===== src/rtl/prog_encoder.sv =====
// Program-memory loader: encodes instruction fields into 16-bit cell words, buffers
// them in a small FIFO and writes them sequentially. Define PROG_ENC_PARITY_EN for even parity in bit 15.
module prog_encoder #(
  parameter int ADDR_W     = 8,
  parameter int FIFO_DEPTH = 4
) (
  input  logic              clk,
  input  logic              rstn,
  input  logic              start,
  input  logic [ADDR_W-1:0] base_addr,
  input  logic              in_valid,
  output logic              in_ready,
  input  logic [3:0]        in_opcode,
  input  logic              in_r0,
  input  logic              in_r1,
  input  logic [7:0]        in_data,
  input  logic              in_last,
  output logic              mem_we,
  input  logic              mem_ready,
  output logic [ADDR_W-1:0] mem_addr,
  output logic [15:0]       mem_wdata,
  output logic              busy,
  output logic              done,
  output logic [ADDR_W:0]   word_count,
  output logic              wrap
);

  localparam int              PTR_W    = $clog2(FIFO_DEPTH);
  localparam logic [PTR_W:0]  CNT_FULL = (PTR_W+1)'(FIFO_DEPTH);
  localparam logic [PTR_W:0]  CNT_ONE  = (PTR_W+1)'(1);
  localparam logic [ADDR_W:0] WC_MAX   = {1'b1, {ADDR_W{1'b0}}};
  localparam logic [3:0]      OP_RST   = 4'h0;

  typedef enum logic [1:0] {S_IDLE, S_RUN, S_DRAIN, S_DONE} state_e;

  state_e             state_q, state_d;
  logic [15:0]        fifo_mem [FIFO_DEPTH];
  logic [PTR_W-1:0]   wr_ptr_q, rd_ptr_q, rd_ptr_nx;
  logic [PTR_W:0]     fifo_cnt_q, fifo_cnt_d, cnt_after_pop;
  logic [15:0]        enc_word;
  logic               push, pop, start_acc;
  logic               mem_we_q, mem_we_d;
  logic [15:0]        mem_wdata_q, mem_wdata_d;
  logic [ADDR_W-1:0]  mem_addr_q;
  logic [ADDR_W:0]    word_count_q;
  logic               wrap_q;

  assign in_ready   = (state_q == S_RUN) && (fifo_cnt_q != CNT_FULL);
  assign push       = in_valid && in_ready;
  assign pop        = mem_we_q && mem_ready;
  assign start_acc  = (state_q == S_IDLE) && start;
  assign rd_ptr_nx  = rd_ptr_q + PTR_W'(1);

  assign mem_we     = mem_we_q;
  assign mem_wdata  = mem_wdata_q;
  assign mem_addr   = mem_addr_q;
  assign word_count = word_count_q;
  assign wrap       = wrap_q;
  assign busy       = (state_q == S_RUN) || (state_q == S_DRAIN);
  assign done       = (state_q == S_DONE);

  // RST carries no register operands, so its select bits are cleared.
  always_comb begin
    enc_word       = '0;
    enc_word[11:8] = in_opcode;
    enc_word[7:0]  = in_data;
    if (in_opcode != OP_RST) begin
      enc_word[13] = in_r1;
      enc_word[12] = in_r0;
    end
`ifdef PROG_ENC_PARITY_EN
    enc_word[15] = ^enc_word[14:0];
`endif
  end

  // NOTE: every always_comb output gets a default first so no latch is inferred.
  always_comb begin
    state_d = state_q;
    case (state_q)
      S_IDLE:  if (start) state_d = S_RUN;
      S_RUN:   if (push && in_last) state_d = S_DRAIN;
      S_DRAIN: if (fifo_cnt_q == '0 && !mem_we_q) state_d = S_DONE;
      S_DONE:  state_d = S_IDLE;
      default: state_d = S_IDLE;
    endcase
  end

  // The head word stays in the FIFO until its write is accepted; the output
  // register always shows the head that will be current after this edge.
  always_comb begin
    cnt_after_pop = pop ? fifo_cnt_q - CNT_ONE : fifo_cnt_q;
    fifo_cnt_d    = push ? cnt_after_pop + CNT_ONE : cnt_after_pop;
    mem_we_d      = (cnt_after_pop != '0);
    mem_wdata_d   = mem_wdata_q;
    if (mem_we_d) mem_wdata_d = pop ? fifo_mem[rd_ptr_nx] : fifo_mem[rd_ptr_q];
  end

  // NOTE: sequential state uses non-blocking assignments so all registers update together.
  always_ff @(posedge clk or negedge rstn) begin
    if (!rstn) state_q <= S_IDLE;
    else       state_q <= state_d;
  end

  // NOTE: the storage array has no reset; the count and pointers mark what is valid.
  always_ff @(posedge clk) begin
    if (push) fifo_mem[wr_ptr_q] <= enc_word;
  end

  always_ff @(posedge clk or negedge rstn) begin
    if (!rstn) begin
      wr_ptr_q   <= '0;
      rd_ptr_q   <= '0;
      fifo_cnt_q <= '0;
    end else begin
      if (push) wr_ptr_q <= wr_ptr_q + PTR_W'(1);
      if (pop)  rd_ptr_q <= rd_ptr_nx;
      fifo_cnt_q <= fifo_cnt_d;
    end
  end

  always_ff @(posedge clk or negedge rstn) begin
    if (!rstn) begin
      mem_we_q     <= 1'b0;
      mem_wdata_q  <= '0;
      mem_addr_q   <= '0;
      word_count_q <= '0;
      wrap_q       <= 1'b0;
    end else begin
      mem_we_q    <= mem_we_d;
      mem_wdata_q <= mem_wdata_d;
      if (start_acc) begin
        mem_addr_q   <= base_addr;
        word_count_q <= '0;
        wrap_q       <= 1'b0;
      end else if (pop) begin
        mem_addr_q <= mem_addr_q + ADDR_W'(1);
        if (&mem_addr_q) wrap_q <= 1'b1;
        if (word_count_q != WC_MAX) word_count_q <= word_count_q + (ADDR_W+1)'(1);
      end
    end
  end

endmodule


===== config.mk =====
export PLATFORM = sky130hd
export DESIGN_NAME = prog_encoder
export DESIGN_NICKNAME = d
export VERILOG_FILES = /design/src/rtl/prog_encoder.sv
export SDC_FILE = /design/constraint.sdc
export NUM_CORES = 1
export LEC_CHECK = 0
export ABC_AREA = 1
export CAP_MARGIN = 20
export CORE_UTILIZATION = 51
export CTS_BUF_LIST = sky130_fd_sc_hd__clkbuf_8
export DETAILED_ROUTE_END_ITERATION = 10
export DONT_BUFFER_PORTS = 1
export GPL_ROUTABILITY_DRIVEN = 0
export PLACE_DENSITY = 0.66
export SLEW_MARGIN = 5
export SYNTH_ARGS = -nofsm -noshare
export SYNTH_HDL_FRONTEND = slang
export SYNTH_SLANG_ARGS = --single-unit

===== constraint.sdc =====
create_clock -name clk -period 4.2 [get_ports clk]
set_clock_uncertainty 0.2 [all_clocks]
set_input_delay 0.42 -clock clk [delete_from_list [all_inputs] [get_ports clk]]
set_output_delay 0.42 -clock clk [all_outputs]
set_load 0.01 [all_outputs]

Word-level counts from Yosys, hierarchy flattened
Memory sizes are Yosys's and may differ from the RTL's.
Index checks and enable logic that the tools add are counted.
- reduce and logical (&&, ||, !) cells: 19
- add/subtract/negate cells: 6
- mux-type cells: 18
- eq/ne operators: 8
- operators with widths (kind ; count):
    two-way mux 9 bit ; 3
    two-way mux 16 bit ; 1
    two-way mux 8 bit ; 2
    adder 9 x 1 -> 9 bit, second input constant ; 1
    != test 9 bit, second input constant ; 1
    adder 8 x 1 -> 8 bit, second input constant ; 1
    two-way mux 2 bit ; 4
    one-hot mux 2 bit (4 select lines) ; 1
    AND reduction 8 bit ; 1
    logical AND 1 bit ; 6
    two-way mux 3 bit ; 2
    nonzero test 2 bit ; 3
    two-way mux 1 bit ; 5
    adder 2 x 1 -> 2 bit, second input constant ; 2
    == test 2 bit, second input constant ; 2
    != test 2 x 1 -> 1 bit, second input constant ; 2
    AND reduction 2 bit ; 2
    nonzero test 4 bit ; 1
    adder 3 x 1 -> 3 bit, second input constant ; 1
    logical NOT 3 bit ; 1
    != test 3 bit, second input constant ; 1
    AND reduction 3 bit ; 1
    nonzero test 3 bit ; 1
    subtractor 3 x 1 -> 3 bit, second input constant ; 1
    other kinds (5) ; 5
- memories kept: 1
- flip-flop bits (word level): 44
- bits of input ports: 28
- word-level logic and storage cells: 61
- memory bits (writable): 56
- memories (name ; depth ; bits a word ; read ports ; clocked after memory_dff ; wr ports ; line ; RTL):
    fifo_mem ; 4 ; 14 ; 2 ; 0 ; 1 ; 37 ; logic [15:0] fifo_mem [FIFO_DEPTH];

Logic depth before layout (Yosys ltp)
Gate-level depths: netlist (run 1).
- depth in word-level cells: 6
- mapped depth: 11
- depth with buffers taken out: 10

Least setup slack after synthesis (run 1)
OpenSTA, ideal clock, no wires.
- path type: register to register
- start: reg fifo_cnt_q[0]
- end: mem fifo_mem[0][0] (netlist bit) (enable)
- period minus slack after synthesis: 2.034 ns
- cell stages (with the launch flop): 6
- buffers on the path: 0
- required time: 3.615 ns
- arrival: 1.449 ns
- setup slack: 2.166 ns
- path through: dfrtp_1 > inv_1 > ha_1 > nand2_1 > nand3_2 > nor2_1
- longest elaborated chain between the ends: 5
- ends and longest elaborated chain (element ; line ; RTL):
    from (decl) ; 39 ; logic [PTR_W:0] fifo_cnt_q, fifo_cnt_d, cnt_after_pop;
    from (signal assigned) ; 117 ; fifo_cnt_q <= fifo_cnt_d;
    != test 3 bit ; 48 ; assign in_ready = (state_q == S_RUN) && (fifo_cnt_q != CNT_FULL);
    logical AND 1 bit ; 48 ;
    logical AND 1 bit ; 49 ; assign push = in_valid && in_ready;
    two-way mux 1 bit ; 106 ; if (push) fifo_mem[wr_ptr_q] <= enc_word;
    two-way mux 1 bit (not written as such) ; 106 ;
    to (decl) ; 37 ;
Every way passes these cells.

Final worst setup path (run 1)
- start: reg mem_we_q, in the netlist mem_we
- end: reg mem_wdata_q[2], in the netlist mem_wdata[2]
- longest elaborated chain between the ends: 3
- elaborated cells between the ends (all ways): 4
- classes of those cells: mux (2); reduce/logical (2)
- ends and longest elaborated chain (element ; line ; RTL):
    from (decl) ; 42 ; logic mem_we_q, mem_we_d;
    from (signal assigned) ; 129 ; mem_we_q <= mem_we_d;
    logical AND 1 bit (*) ; 50 ; assign pop = mem_we_q && mem_ready;
    two-way mux 3 bit ; 91 ; cnt_after_pop = pop ? fifo_cnt_q - CNT_ONE : fifo_cnt_q;
    nonzero test 3 bit ; 93 ; mem_we_d = (cnt_after_pop != '0);
    to (signal assigned) ; 130 ; mem_wdata_q <= mem_wdata_d;
    to (decl) ; 43 ; logic [15:0] mem_wdata_q, mem_wdata_d;
Every way passes the cells marked *; elsewhere a longest branch is shown, timed or not.
A chain may end at the register's enable or synchronous reset.

==> results of run 1 <==
==> critical path, cell delays in order (launching register included) <==
cell and delay [ps]:
dfrtp_1 490, nand2_4 290, nand2_1 160, o21a_1 150
inv_1 50, ha_1 220, nand2_4 200, clkinv_2 270
nand2_1 140, nand2_1 60
==> layer usage <==
metal / up-vias / part of all wire (%) / GRT usage (%)
met5: - / 0 / 0
met4: 0 / 1.2 / 8.13
met3: 13 / 6.3 / 4.97
met2: 118 / 50 / 37.9
met1: 1886 / 42 / 28.2
li1: 1997 / - / -
==> registers in the layout, indices dropped and copies added, names as in the netlist <==
register	count
rd_ptr_q	2
mem_wdata	14
word_count	9
wr_ptr_q	2
mem_we	1
fifo_mem	56
state_q	2
wrap	1
fifo_cnt_q	3
mem_addr	8
==> power by group through the flow <==
stage | combinational [mW] | sequential, mW | clock (mW)
6_report | 1.52 | 1.53 | 0.686
5_1_grt | 1.76 | 1.56 | 0.734
4_1_cts | 1.54 | 1.53 | 0.702
3_5_place_dp | 1.50 | 1.55 | 0
3_3_place_gp | 1.45 | 1.54 | 0
2_1_floorplan | 1.28 | 1.49 | 0
==> stage by stage <==
step / utilization [%] / std cells / total power, mW / setup WS [ps]
6_report: 58.0 / 774 / 3.74 / 1830
3_3_place_gp: 53.7 / 740 / 3.00 / 1960
5_1_grt: 58.0 / 774 / 4.05 / 1660
4_1_cts: 58.0 / 774 / 3.77 / 1830
2_1_floorplan: - / 625 / 2.76 / 2170
3_5_place_dp: 53.7 / 740 / 3.05 / 1860
==> cells by family (layout without fill, tap and decap cells) <==
logic type / count (synthesis) / count (layout) / share of synthesized area [%]
compound gates: 33 / 33 / 3.72
xor+xnor: 9 / 9 / 1.50
fa+ha+maj: 15 / 15 / 3.57
buf+inv: 94 / 110 / 8.29
flops: 98 / 98 / 52.0
mux: 1 / 1 / 0.214
other cells: 1 / 2 / 0.0714
simple gates: 373 / 373 / 30.6
==> cell type report <==
type | instances | share of cell area (%)
Inverter | 71 | 4.75
Clock buffer | 9 | 2.17
Clock inverter | 7 | 1.75
Timing Repair Buffer | 23 | 4.11
Tap cell | 133 | 2.91
Sequential cell | 98 | 47.8
Multi-Input combinational cell | 433 | 36.5
==> worst paths after layout <==
| kind | start | cells past startpoint | end | slack [ps] |
|---|---|---|---|---|
| max reg2reg | mem_we$_DFF_PN0_ | 9 | mem_wdata[2]$_DFFE_PN0P_ | 1830 |
| max in group asynchronous | rstn | 2 | mem_wdata[2]$_DFFE_PN0P_ | 3260 |
| min | base_addr[3] | 2 | mem_addr[3]$_DFFE_PN0P_ | 30 |
| min in group asynchronous | rstn | 2 | mem_wdata[6]$_DFFE_PN0P_ | 320 |
| min reg2reg | state_q[0]$_DFFE_PN0P_ | 2 | state_q[0]$_DFFE_PN0P_ | 360 |
| max | mem_we$_DFF_PN0_ | 9 | mem_wdata[2]$_DFFE_PN0P_ | 1830 |
==> what timing repair did <==
action,CTS,global route
endpoints found under the hold margin,94,0
hold buffers,18,0
gates resized for setup,0,0
==> layout by cell type (no fill, tap or decap), drive strengths merged <==
cell	count
a21oi	15
and2	1
buf	6
bufinv	2
clkbuf	9
clkinv	3
clkinvlp	1
conb	2
dfrtp	42
dlygate4sd3	17
edfxtp	56
ha	15
inv	72
mux2	1
nand2	224
nand3	77
nand3b	3
nand4	2
nor2	50
nor3	1
nor4	1
o211ai	1
o21a	1
o21ai	13
o21bai	2
o22ai	1
or2	14
xnor2	2
xor2	7
==> results.txt, run 1 <==
Die Height -> 103 um
drt wl/cell -> 14.6 um
Worst setup SP type -> register
vias -> 4014
post-synth top area share -> 32.0%
clk root buf -> clkbuf_8
CP arrival -> 2440 ps
vias in the first global route -> 3743
Core Region -> 0.00986 mm^2
Ys Warns -> 0
RSZ-0062 raised after global routing -> no
initial drt markers -> 172
final setup violation count -> 0
switching share of total power -> 43.5%
pin count of the biggest net entering global routing -> 59
number of synthesized flops with an enable pin -> 56
Reg clk slew, reported paths -> 100 ps
final net count -> 679
critical path class -> reg2reg
Seq cells post-synth -> 98
Tcrit/Tclk final -> 56.5%
Int Power -> 2.11 mW
fraction of registers with async set/reset -> 42.9%
share of cells above drive strength 1 -> 8.58%
Vias per Instance -> 5.19
port buffer count -> 0
clock buffer count from CTS -> 9
Die X -> 103 um
Leak -> 2.65 nW
Synth cell types -> 39
Core Rows -> 36
top cells by count, synth -> 219 x nand2_1, 75 x nand3_1, 65 x inv_1
Max-slew headroom -> 53.2%
Fmax -> 0.421 GHz
Starting Density -> 53.3%
die footprint -> 0.0107 mm^2
Slew Viols, Final -> 0
Peak supply drop -> 0.000346 V
sequential cell area fraction in the yosys report -> 52.0%
first-pass GRT wire length -> 17800 um
Layout area overhead -> 8.86%
DRC -> 0
worst-path fanout max -> 34
final hold viol count -> 0
post-route ant nets -> 0
pwr dens -> 654 mW/mm^2
cell taking the most area after synthesis -> edfxtp_1
Max-cap violations -> 0
Most used DFF post-synth -> edfxtp_1
worst slew pin tran -> 701 ps
worst skew pair latency -> 380 ps
DRT Pass-1 Iters -> 5
post-CTS setup repair buffer count -> 0
# diodes -> 0
top post-synthesis cells by area -> edfxtp_1 32%, dfrtp_1 20%, nand2_1 16%
boundary pin count -> 66
H-tree Lvls -> 3
Mean Syn Cell Area -> 8.42 um^2
Reg power frac -> 40.9%
multi-input logic area -> 0.00209 mm^2
type of element capturing the critical path -> register
Gate Count Post-Synth -> 624
Register Area -> 0.00273 mm^2
placed cell area -> 0.00530 mm^2
filler cell count -> 894
status -> finished clean
share of power burned in the clock network -> 18.3%
initial antenna violation count -> 0
HP Class -> in2reg
WHS -> 29.2 ps
DRT Wirelength -> 11300 um
combinational share of power -> 40.8%
TritonCTS Sinks -> 98
switching power -> 1.63 mW
WP data required -> 4270 ps
design area -> 0.00572 mm^2
CTS tree -> yes
fin crit period -> 2370 ps
setup TNS -> 0 ps
Cell Area, Synth -> 0.00525 mm^2
maximum clock path buffer count -> 2
dominant cell by count in the synthesized netlist -> nand2_1
dpl hpwl -> 7370 um
Total GRT Usage -> 22.4%
total gr overflow -> 0
(Power assumes the default switching activity.)
==> run 2: changes to the inputs <==
- PLACE_DENSITY: 0.66 -> 0.69
- clock period: 4.2 -> 1.97 ns (I/O delays scaled with it)
==> results.txt, run 2 (synthesis gave the netlist of run 1 again) <==
combinational share of power -> 43.2%
Worst Path Buf+Inv -> 4
Die Height -> 103 um
Max-cap violations -> 0
WHS -> 13.7 ps
clk root buf -> clkbuf_8
worst skew pair latency -> 370 ps
type of element capturing the critical path -> register
Tcrit/Tclk final -> 95.8%
Reg power frac -> 39.7%
CTS tree -> yes
HP Class -> in2reg
final setup violation count -> 0
Worst setup SP type -> register
Leak -> 2.78 nW
Core Region -> 0.00986 mm^2
TritonCTS Sinks -> 98
commonest non-fill, non-tap cells in the layout -> 218 x nand2_1, 75 x nand3_1, 65 x inv_1
die footprint -> 0.0107 mm^2
DRT Wirelength -> 11500 um
Die X -> 103 um
final hold viol count -> 0
maximum clock path buffer count -> 2
# diodes -> 0
DRT Pass-1 Iters -> 4
Register Area -> 0.00273 mm^2
Layout area overhead -> 14.6%
DRC -> 0
Fmax -> 0.530 GHz
post-route ant nets -> 0
status -> finished clean
first-pass GRT wire length -> 18300 um
Largest Register -> fifo_mem
vias -> 4131
pwr dens -> 1380 mW/mm^2
share of cells above drive strength 1 -> 10.5%
multi-input logic area -> 0.00210 mm^2
H-tree Lvls -> 3
Peak supply drop -> 0.000518 V
final net count -> 703
fin crit period -> 1890 ps
critical path's largest stage delay -> 360 ps
CP cell instances -> inv_1, ha_1, inv_1, o21a_1, inv_1, ha_2, nand2_4, buf_4, nand3_1, nand2_1
dpl hpwl -> 7770 um
Int Power -> 4.78 mW
switching share of total power -> 42.5%
Reg clk slew, reported paths -> 90 ps
filler cell count -> 815
Core Rows -> 36
Final Total Pwr -> 8.32 mW
switching power -> 3.54 mW
Total GRT Usage -> 22.8%
initial drt markers -> 171
vias in the first global route -> 3999
port buffer count -> 0
boundary pin count -> 66
placed cell area -> 0.00546 mm^2
Starting Density -> 53.3%
Slew Viols, Final -> 0
initial antenna violation count -> 0
worst slew pin tran -> 656 ps
top cell family by delay on the critical path -> adder cells
worst-path fanout max -> 5
CP arrival -> 1960 ps
critical path class -> reg2reg
drt wl/cell -> 14.4 um
cell mode on critical path -> inv_1
Max-slew headroom -> 56.2%
clock buffer count from CTS -> 9
design area -> 0.00602 mm^2
Largest register FFs -> 56
Vias per Instance -> 5.18
share of power burned in the clock network -> 17.1%
pin count of the biggest net entering global routing -> 43
total gr overflow -> 0
slowest CP cell -> dfrtp_1
most common cell after layout, fill and taps aside -> nand2_1
WP data required -> 2050 ps
[run 2: cell types whose count changed in the layout (fill, tap and decap cells not counted), sizes merged]
cell         previous run  this run
buf                     6        20
clkinvlp                1         0
dlygate4sd3            17        27
inv                    72        73
[run 2: final cells by class]
| class | instances | area share [%] |
|---|---|---|
| Sequential cell | 98 | 45.4 |
| Inverter | 71 | 4.62 |
| Clock inverter | 7 | 1.50 |
| Timing Repair Buffer | 47 | 8.77 |
| Clock buffer | 9 | 2.06 |
| Tap cell | 133 | 2.77 |
| Multi-Input combinational cell | 433 | 34.9 |
[run 2: path summary, 6_finish.rpt]
path / from / to / slack [ps] / depth (start not counted)
worst max-delay path: fifo_cnt_q[0]$_DFF_PN0_ / mem_wdata[2]$_DFFE_PN0P_ / 80 / 10
worst min-delay path: in_opcode[2] / fifo_mem[3][13]$_DFFE_PP_ / 10 / 2
min in group asynchronous: rstn / word_count[5]$_DFFE_PN0P_ / 70 / 2
worst max register to register: fifo_cnt_q[0]$_DFF_PN0_ / mem_wdata[2]$_DFFE_PN0P_ / 80 / 10
worst min register to register: state_q[0]$_DFFE_PN0P_ / state_q[0]$_DFFE_PN0P_ / 350 / 2
max in group asynchronous: rstn / mem_wdata[6]$_DFFE_PN0P_ / 1280 / 2
[run 2: worst reg2reg max path, stage by stage (launching register included)]
cell and delay (ps):
dfrtp_1 360, inv_1 60, ha_1 270, inv_1 30, o21a_1 190, inv_1 80
ha_2 200, nand2_4 100, buf_4 160, nand3_1 90, nand2_1 50
[run 2: per-stage QoR]
stage,TNS (ps),setup slack (ps),utilization [%],std cells
global route,-29.9,-10.8,61.0,798
finish,0,83.0,61.0,798
global placement,0,65.6,55.3,751
floorplan,-3570,-63.7,-,625
CTS,0,1.15,60.5,795
detailed placement,-159,-33.7,55.3,751
[run 2: per-layer routing]
layer	up-vias	track usage (%)	part of all wire [%]
met1	1930	27.1	42
li1	2048	-	-
met5	-	0	0
met3	23	5.24	6.5
met4	0	11.2	2.3
met2	130	39.1	49
[run 2: power groups by stage]
stage | clock network [mW] | logic (mW) | registers, mW
finish | 1.42 | 3.59 | 3.31
detailed placement | 0 | 3.39 | 3.35
global placement | 0 | 3.27 | 3.34
global route | 1.52 | 4.05 | 3.37
CTS | 1.44 | 3.49 | 3.31
floorplan | 0 | 2.72 | 3.17
[run 2: what timing repair did]
| action | CTS | global route |
|---|---|---|
| gates cloned | 0 | 0 |
| pin swaps | 0 | 2 |
| hold buffers | 28 | 0 |
| gates resized for setup | 1 | 6 |
| hold endpoints to repair | 112 | 0 |
| buffers inserted | 0 | 3 |
| setup endpoints to repair | 14 | 23 |
==> run 3: changes to the inputs <==
- TNS_END_PERCENT: unset -> 20
- clock period: 1.97 -> 1.6 ns (I/O delays scaled with it)
==> results.txt, run 3 (synthesis gave the netlist of run 1 again) <==
Final Total Pwr -> 11.3 mW
critical path's largest stage delay -> 400 ps
clk root buf -> clkbuf_8
combinational share of power -> 50.9%
Max-cap violations -> 0
Layout area overhead -> 24.5%
switching share of total power -> 44.1%
boundary pin count -> 66
Starting Density -> 53.3%
most common cell after layout, fill and taps aside -> nand2_1
CP cell instances -> inv_2, ha_4, inv_2, o21a_1, inv_2, ha_4, nand2_8, clkinv_8, nand2_2, nand2_2
Fmax -> 0.556 GHz
switching power -> 4.98 mW
port buffer count -> 0
worst skew pair latency -> 370 ps
share of cells above drive strength 1 -> 21.5%
failing checks -> negative setup slack
share of power burned in the clock network -> 13.9%
total gr overflow -> 0
worst-path fanout max -> 7
Largest Register -> fifo_mem
Core Region -> 0.00986 mm^2
pwr dens -> 1730 mW/mm^2
Int Power -> 6.31 mW
DRC -> 0
HP Class -> in2reg
H-tree Lvls -> 3
final setup violation count -> 77
clock buffer count from CTS -> 9
Largest register FFs -> 56
vias -> 4310
cell mode on critical path -> inv_2
final setup margin -> -200 ps
Tcrit/Tclk final -> 112%
Total GRT Usage -> 23.4%
TritonCTS Sinks -> 98
final net count -> 745
type of element capturing the critical path -> register
initial antenna violation count -> 0
commonest non-fill, non-tap cells in the layout -> 201 x nand2_1, 71 x nand3_1, 59 x inv_1
WP data required -> 1710 ps
initial drt markers -> 288
Worst setup SP type -> register
# diodes -> 0
status -> finished, violations left
Vias per Instance -> 5.13
vias in the first global route -> 4045
setup TNS -> -9320 ps
slowest CP cell -> dfrtp_1
Worst Path Buf+Inv -> 4
Die Height -> 103 um
post-route ant nets -> 0
dpl hpwl -> 8140 um
Core Rows -> 36
first-pass GRT wire length -> 18900 um
CP arrival -> 1910 ps
critical path class -> reg2reg
Slew Viols, Final -> 0
Reg clk slew, reported paths -> 110 ps
drt wl/cell -> 14.6 um
Reg power frac -> 35.2%
RSZ-0062 raised after global routing -> yes
DRT Pass-1 Iters -> 5
Leak -> 3.02 nW
CTS tree -> yes
DRT Wirelength -> 12300 um
pin count of the biggest net entering global routing -> 43
fin crit period -> 1800 ps
die footprint -> 0.0107 mm^2
maximum clock path buffer count -> 2
Die X -> 103 um
final hold viol count -> 0
Peak supply drop -> 0.000862 V
top cell family by delay on the critical path -> adder cells
-- run 3: stage by stage --
stage          worst slack, ps  area [um^2]  cells  utilization, %  hold slack [ps]
6_report                  -200         6540    840            66.3             7.58
5_1_grt                   -279         6540    840            66.3             59.5
4_1_cts                   -167         6380    834            64.6             4.57
3_5_place_dp              -258         5770    785            58.5             -335
3_3_place_gp              -184         5770    785            58.5             -335
2_1_floorplan             -137         5310    625               -             -336
-- run 3: what timing repair did --
item	4_1_cts	5_1_grt
hold buffers	28	0
setup endpoints to repair	94	92
setup buffers	3	4
cloned	2	2
endpoints found under the hold margin	114	0
pin swaps	7	18
resized for setup	15	33
-- run 3: worst reg2reg max path: cells and delay by family, from the launching register on --
kind	cells	cell delay [ps]
DFF	1	400
AOI/OAI and AO/OA	1	190
and+or+nand+nor	3	230
adders and majority gates	2	460
buffers and inverters	4	260
-- run 3: power groups by stage --
stage                     Combinational (mW)  Clock [mW]  Sequential [mW]
after floorplan                         3.45           0             3.90
after global placement                  4.78           0             3.97
after detailed placement                4.95           0             3.99
after CTS                               5.41        1.59             3.94
after global routing                    6.39        1.70             4.05
final                                   5.75        1.57             3.97
-- run 3: area by class of cell --
type                            instances  area, um^2
Clock buffer                            9         124
Clock inverter                          7        66.3
Fill cell                             775        3320
Inverter                               71         285
Multi-Input combinational cell        435        2310
Sequential cell                        98        2730
Tap cell                              133         166
Timing Repair Buffer                   86         843
Timing Repair inverter                  1        16.3
-- run 3: metal layers --
layer | track usage, % | part of all wire, % | routed length, um
met3 | 4.91 | 7.0 | 858
met4 | 5.85 | 1.1 | 129
met1 | 28.8 | 41 | 5080
met2 | 42.1 | 51 | 6190
met5 | 0 | 0 | 0
-- run 3: path summary, 6_finish.rpt --
| kind | from | end | slack, ps | cells after the start |
|---|---|---|---|---|
| max | fifo_cnt_q[0]$_DFF_PN0_ | mem_wdata[9]$_DFFE_PN0P_ | -200 | 10 |
| min | in_opcode[2] | fifo_mem[3][13]$_DFFE_PP_ | 8 | 2 |
| max reg2reg | fifo_cnt_q[0]$_DFF_PN0_ | mem_wdata[9]$_DFFE_PN0P_ | -200 | 10 |
| min reg2reg | word_count[0]$_DFFE_PN0P_ | word_count[0]$_DFFE_PN0P_ | 340 | 3 |
| max in group asynchronous | rstn | mem_wdata[3]$_DFFE_PN0P_ | 940 | 2 |
| min in group asynchronous | rstn | mem_addr[1]$_DFFE_PN0P_ | 40 | 2 |
